**src/rtl/frequency_generator_pkg.sv**
```systemverilog
// Shared definitions for the frequency generator.
//   fg_state_e  : generator FSM states
//   HALF_W      : width of the half-period reload/counter
//   half_period : clock cycles per half period, floor(clock / (2 * freq))
package frequency_generator_pkg;

  typedef enum logic [1:0] {
    IDLE,
    HIGH,
    LOW,
    DONE
  } fg_state_e;

  localparam int unsigned HALF_W = 32;

  function automatic logic [HALF_W-1:0] half_period(input int unsigned clock_hz,
                                                    input int unsigned freq_hz);
    return HALF_W'(clock_hz / (2 * freq_hz));
  endfunction

endpackage

```
**src/rtl/half_period_counter.sv**
```systemverilog
// Loadable down-counter timing one half period of the output square wave.
// Ports:
//   clk_i        : clock, rising edge
//   rst_i        : asynchronous active-high reset (count cleared to 0)
//   load_i       : load strobe, takes priority over counting
//   load_value_i : reload value (half-period length minus one)
//   tc_o         : terminal count, high while the count is zero
module half_period_counter
  import frequency_generator_pkg::*;
(
  input  logic              clk_i,
  input  logic              rst_i,
  input  logic              load_i,
  input  logic [HALF_W-1:0] load_value_i,
  output logic              tc_o
);

  logic [HALF_W-1:0] count_q, count_d;

  always_comb begin
    count_d = count_q;
    if (load_i) begin
      count_d = load_value_i;
    end else if (count_q != '0) begin
      count_d = count_q - HALF_W'(1);
    end
  end

  always_ff @(posedge clk_i or posedge rst_i) begin
    if (rst_i) begin
      count_q <= '0;
    end else begin
      count_q <= count_d;
    end
  end

  assign tc_o = (count_q == '0);

endmodule

```
**src/rtl/frequency_generator.sv**
```systemverilog
// Square-wave burst generator with two selectable tone frequencies.
// Parameters: FREQUENCY_1 / FREQUENCY_2 (Hz, FREQUENCY_2 > FREQUENCY_1), CLOCK (Hz).
// Ports:
//   clock        : system clock, rising edge
//   clear        : asynchronous active-high reset
//   enable       : generator enable, low forces idle (no done pulse)
//   start        : one-cycle pulse starting a burst (ignored while busy)
//   select       : tone select, 0 = FREQUENCY_1, 1 = FREQUENCY_2
//   burst_length : full periods per burst, 0 = continuous
//   sample_data  : generated square wave
//   busy         : high while generating (HIGH/LOW states)
//   done         : one-cycle pulse at burst completion
//   period_count : full periods emitted in the current/last burst
// Build option: FREQUENCY_GENERATOR_PERIOD_COUNT_EN exposes a saturating 32-bit
// period_count; without it period_count reads 0 and bursts terminate on an
// internal 16-bit period counter.
module frequency_generator
  import frequency_generator_pkg::*;
#(
  parameter int unsigned FREQUENCY_1 = 9000,
  parameter int unsigned FREQUENCY_2 = 20000,
  parameter int unsigned CLOCK       = 50000000
) (
  input  logic        clock,
  input  logic        clear,
  input  logic        enable,
  input  logic        start,
  input  logic        select,
  input  logic [15:0] burst_length,
  output logic        sample_data,
  output logic        busy,
  output logic        done,
  output logic [31:0] period_count
);

  // Counter counts reload..0 inclusive, so reload is one less than the length.
  localparam logic [HALF_W-1:0] RELOAD_1 = half_period(CLOCK, FREQUENCY_1) - HALF_W'(1);
  localparam logic [HALF_W-1:0] RELOAD_2 = half_period(CLOCK, FREQUENCY_2) - HALF_W'(1);

`ifdef FREQUENCY_GENERATOR_PERIOD_COUNT_EN
  localparam int unsigned CNT_W = 32;
`else
  localparam int unsigned CNT_W = 16;
`endif

  fg_state_e         state_q, state_d;
  logic              sel_q, sel_d;
  logic [15:0]       burst_q, burst_d;
  logic [CNT_W-1:0]  count_q, count_d;
  logic [CNT_W-1:0]  count_inc;
  logic              burst_hit;
  logic              load;
  logic [HALF_W-1:0] load_value;
  logic              tc;

  half_period_counter u_half_cnt (
    .clk_i        (clock),
    .rst_i        (clear),
    .load_i       (load),
    .load_value_i (load_value),
    .tc_o         (tc)
  );

  assign count_inc = (&count_q) ? count_q : count_q + CNT_W'(1);
  assign burst_hit = (burst_q != '0) && (count_inc == CNT_W'(burst_q));

  always_comb begin
    state_d    = state_q;
    sel_d      = sel_q;
    burst_d    = burst_q;
    count_d    = count_q;
    load       = 1'b0;
    load_value = sel_q ? RELOAD_2 : RELOAD_1;
    // Dropping enable wins over every transition, including a start in IDLE,
    // and leaves the period count untouched.
    if (!enable) begin
      state_d = IDLE;
    end else begin
      unique case (state_q)
        IDLE: begin
          if (start) begin
            state_d    = HIGH;
            sel_d      = select;
            burst_d    = burst_length;
            count_d    = '0;
            load       = 1'b1;
            load_value = select ? RELOAD_2 : RELOAD_1;
          end
        end
        HIGH: begin
          if (tc) begin
            state_d = LOW;
            load    = 1'b1;
          end
        end
        LOW: begin
          if (tc) begin
            count_d = count_inc;
            if (burst_hit) begin
              state_d = DONE;
            end else begin
              // Tone select only takes effect on a fresh period.
              state_d    = HIGH;
              sel_d      = select;
              load       = 1'b1;
              load_value = select ? RELOAD_2 : RELOAD_1;
            end
          end
        end
        DONE:    state_d = IDLE;
        default: state_d = IDLE;
      endcase
    end
  end

  always_ff @(posedge clock or posedge clear) begin
    if (clear) begin
      state_q <= IDLE;
      sel_q   <= 1'b0;
      burst_q <= '0;
      count_q <= '0;
    end else begin
      state_q <= state_d;
      sel_q   <= sel_d;
      burst_q <= burst_d;
      count_q <= count_d;
    end
  end

  assign sample_data = (state_q == HIGH);
  assign busy        = (state_q == HIGH) || (state_q == LOW);
  assign done        = (state_q == DONE);

`ifdef FREQUENCY_GENERATOR_PERIOD_COUNT_EN
  assign period_count = count_q;
`else
  assign period_count = '0;
`endif

endmodule

```
**config.mk**
```make
export PLATFORM = sky130hd
export DESIGN_NAME = frequency_generator
export DESIGN_NICKNAME = d
export VERILOG_FILES = /design/src/rtl/frequency_generator_pkg.sv /design/src/rtl/half_period_counter.sv /design/src/rtl/frequency_generator.sv
export SDC_FILE = /design/constraint.sdc
export NUM_CORES = 1
export LEC_CHECK = 0
export CELL_PAD_IN_SITES_DETAIL_PLACEMENT = 0
export CELL_PAD_IN_SITES_GLOBAL_PLACEMENT = 1
export CORE_MARGIN = 4
export CORE_UTILIZATION = 45
export DETAILED_ROUTE_END_ITERATION = 6
export GPL_TIMING_DRIVEN = 0
export PLACE_DENSITY = 0.92
export SETUP_SLACK_MARGIN = 0.15
export SLEW_MARGIN = 10
export SYNTH_ARGS = -nofsm -noshare
export SYNTH_HDL_FRONTEND = slang
export SYNTH_SLANG_ARGS = --single-unit
```
**constraint.sdc**
```tcl
create_clock -name clock -period 7.3 [get_ports clock]
set_input_delay 1.095 -clock clock [delete_from_list [all_inputs] [get_ports clock]]
set_output_delay 1.095 -clock clock [all_outputs]
set_load 0.1 [all_outputs]
```
==> results.md <==
- The clock transition at the registers of the reported paths is 0.07 ns.
- The die covers 0.01169 mm².
- The post-detailed-route via-to-cell ratio is 5.449.
- The final clock skew is around 0.012 ns.
- CTS placed an instance of clkbuf_8 at the clock tree root.
- The combined area of all synthesized cells is about 0.0045 mm².
- The first-pass GRT wire length is 17.24 mm.
- For this design, the CTS-stage hold fixing added 0 buffers.
- The fmax is between 200 and 250 MHz.
- The final count of negative-setup-slack endpoints is 0.
- The class of the worst hold path is reg -> reg.
- The DRC violation count after routing is 0.
- The register cell area after layout is around 0.0017 mm².
- Once detailed placement completed, the half-perimeter wirelength came to 7.480 mm.
- Row generation in the floorplan step produced 36 rows.
- The final clock period utilization by the worst path is 58.57%.
- Once detail routing completed, the nets flagged for antenna violations numbered 0.
- The total of flip-flops plus latches after synthesis is 67.
- The via count of the first global-routing pass is between 3000 and 4000.
- The static leakage power is 0.002175 µW.
- In this run the tool buffered the top-level ports with 23 buffer cells.
- Once the clock tree was built, the resizer swapped 0 gates to a different size.
- Global routing consumed, over all layers together, 18.67% of the routing resources.
- The die height is 108.1 µm.
- STA puts the critical path data required time at 7.59 ns.
- Buffers added to address setup during post-CTS repair amount to 0.
- The combined area of the multi-input logic cells is 0.002515 mm².
- The final layout net count is 572.
- The clock net in this run drives a total of 67 sinks.
- The type of the worst setup path is reg -> reg.
- IR analysis of the VDD net gives a maximum drop of 0.2729 mV.
- The maximum fanout along the worst path is 10.
- The total overflow left after global routing is 0.
- Counting along the longest clock path gives a buffer depth of 2.
- The die is 108.1 µm wide.
- Synthesis instantiated 63 different standard cells from the library.
- TritonCTS built the clock tree.
- The type of element launching the critical path is a flop.
- Counting the buffers created by CTS gives 9.
- At the pin with the least slew margin, the transition time is 0.9715 ns.
- Adding up every negative setup slack in the final design gives 0 ns.
- Before antenna repair, the detailed router went through 4 iterations.
- For the finished layout, the period the worst path requires is 4.276 ns.
- The sum of routed wire length over all layers is 10.18 mm.
- For this design the ratio of total power to cell area is 277.5 mW/mm².
- The layout cell share with drive strength beyond 1 is 19.20%.
- In the synthesized netlist, the number of instances is roughly 480.
- In this run the tightest slew margin relative to its limit is 35.03%.
- 56 I/O pins were placed.
- The initial antenna violation count came to 0.
- After synthesis, flip-flops and latches occupy between 30% and 40% of the total area.
- The maximum number of pins on one net before global-route repair is 57.
- The hold violation count in the final report came to 0.
- 0 antenna diodes ended up in the layout.
- The number of max-slew violations in the final report is 0.
- The count of max-cap constraint violations is 0.
- The total non-filler cell area in the finished layout is 0.005223 mm².
- The run finished with clean final reports.
- The warning count from the yosys run is 0.
- For the worst-skew pair, the clock arrives at the later sink with an insertion delay of 0.36 ns.
- The utilization of the core after routing is between 50% and 60%.
- Setup repair after global routing left no endpoint under its margin.
- In this run the mean area of a mapped cell was 9.439 µm².
- The kind of end point of the critical path is a flop.
- The smallest hold slack is 0.5434 ns.
- The number of enable-type register cells in the synthesized netlist is 0.
- The total via count in the routed design is roughly 3700.
- The clock tree synthesis step divided the H-tree into 3 levels.
- Once the floorplan was initialized, standard cells occupied 46.16% of the core.
- The main flop type after synthesis is dfrtp_1.
- The async set or reset register ratio after synthesis is 100.0%.
- The region available for standard cell placement spans 0.009774 mm².
- Data arrives at the worst endpoint at 4.57 ns.
- The detailed router finished its first iteration with 286 violations.
- After detailed placement, the total cell area comes to 0.005055 mm².
- Relative to the synthesized area, the layout overhead comes to 15.75%.
- The total of fill cells in the finished design is 892.
- The final weighted congestion in routability-driven placement is between 0.9 and 1.
- The final routed wire length divided by cell count is 14.97 µm.
-- final cells by class --
cell class                      instances  area share (%)
Tap cell                              133           3.186
Buffer                                 58           7.499
Clock inverter                          2          0.2396
Clock buffer                           12           2.971
Inverter                               12          0.9104
Multi-Input combinational cell        372           48.16
Timing Repair Buffer                   24           4.935
Sequential cell                        67           32.10
-- per-stage QoR --
stage | power (µW) | setup slack [ns] | instances
2_1_floorplan | 1047 | 3.975 | 509
4_1_cts | 1455 | 3.109 | 680
3_5_place_dp | 1175 | 3.131 | 666
3_3_place_gp | 1152 | 3.210 | 665
6_report | 1449 | 3.024 | 680
5_1_grt | 1548 | 2.776 | 680
-- metal layers --
metal  vias to the layer above  GRT usage, %  part of all wire [%]
li1                       1793             -                     -
met2                       128         29.17                    46
met5                         -             0                     0
met1                      1770         25.80                    46
met4                         0         7.304                   1.6
met3                        14         3.284                   6.7
-- power by group --
group	switching, µW	leakage (µW)	internal (µW)
combinational	381	0.00122	241
clock	139	0.0000843	137
sequential	95.5	0.000873	454
-- sequential cells by signal, indices dropped and copies added, names as in the netlist --
| register | cells |
|---|---|
| u_half_cnt.count_q | 32 |
| sel_q | 1 |
| count_q | 16 |
| state_q | 2 |
| burst_q | 16 |
-- worst paths after layout --
| kind | startpoint | end | slack [ns] | cells past startpoint |
|---|---|---|---|---|
| setup reg to reg | count_q[0] | u_half_cnt.count_q[22] | 3.02 | 12 |
| setup / recovery | count_q[0] | u_half_cnt.count_q[22] | 3.02 | 12 |
| min in group asynchronous | clear | u_half_cnt.count_q[28] | 0.99 | 2 |
| hold reg to reg | u_half_cnt.count_q[7] | u_half_cnt.count_q[7] | 0.54 | 2 |
| max in group asynchronous | clear | burst_q[5] | 5.78 | 3 |
| hold / removal | u_half_cnt.count_q[7] | u_half_cnt.count_q[7] | 0.54 | 2 |
-- synthesized netlist by cell type, types with 3 or more instances --
library cell | n | area, µm²
nor2_1 | 31 | 116.4
nand2b_1 | 3 | 18.77
buf_4 | 33 | 247.7
a31oi_1 | 4 | 25.02
dfrtp_1 | 67 | 1677
nor2b_1 | 4 | 25.02
nand3_1 | 14 | 70.07
nor4_1 | 19 | 118.9
and3_1 | 5 | 31.28
o31ai_1 | 11 | 82.58
nand4_1 | 11 | 68.82
xnor2_1 | 33 | 289.0
a22oi_1 | 4 | 30.03
nand2_1 | 24 | 90.09
o31a_1 | 3 | 26.28
o21ai_0 | 16 | 80.08
o22ai_1 | 3 | 18.77
inv_1 | 11 | 41.29
or4_1 | 10 | 75.07
or3_1 | 6 | 37.54
a2bb2oi_1 | 4 | 35.03
a21oi_1 | 22 | 110.1
buf_2 | 7 | 35.03
nor2_4 | 20 | 225.2
o21ai_1 | 4 | 20.02
nor3_1 | 14 | 70.07
mux2i_1 | 4 | 40.04
ha_1 | 7 | 87.58
mux2_2 | 18 | 202.7
clkbuf_1 | 13 | 48.80
xor2_1 | 14 | 122.6
-- kinds of logic (layout without fill, tap and decap cells) --
group / count (synthesis) / after routing / share of synthesized area [%]
other cells: 1 / 32 / 0.08311
fa+ha+maj: 7 / 7 / 1.941
simple gates: 173 / 173 / 23.16
flops: 67 / 67 / 37.16
buf+inv: 70 / 108 / 9.678
xor+xnor: 47 / 47 / 9.124
compound gates: 91 / 91 / 13.48
mux: 22 / 22 / 5.380
-- worst max-delay path: stages, from the launching register on --
cell and delay, ns:
dfrtp_1 0.43, ha_1 0.16, buf_2 0.19, nand4_1 0.37
nor4_1 0.66, nor3_1 0.17, a2111oi_0 0.73, nand4_1 0.35
or3_4 0.48, o31a_1 0.26, buf_6 0.15, buf_12 0.16
nor2_4 0.10
-- layout by cell type, fill, tap and decap left out, types with 7 or more instances in the layout --
master           netlist  layout
nand3_1               14      14
clkdlybuf4s50_1        0      23
nor3_1                14      14
nand4_1               11      11
inv_1                 11      10
nor4_1                19      19
o31ai_1               11      11
dfrtp_1               67      67
clkbuf_8               0      11
or4_1                 10      10
a21oi_1               22      22
nor2_4                20      20
buf_4                 33      33
mux2_2                18      18
o21ai_0               16      16
xnor2_1               33      33
buf_2                  7       7
clkbuf_1              13      14
xor2_1                14      14
ha_1                   7       7
nor2_1                31      31
conb_1                 1      32
nand2_1               24      24
Note: power is estimated with default switching activity, not from simulation.
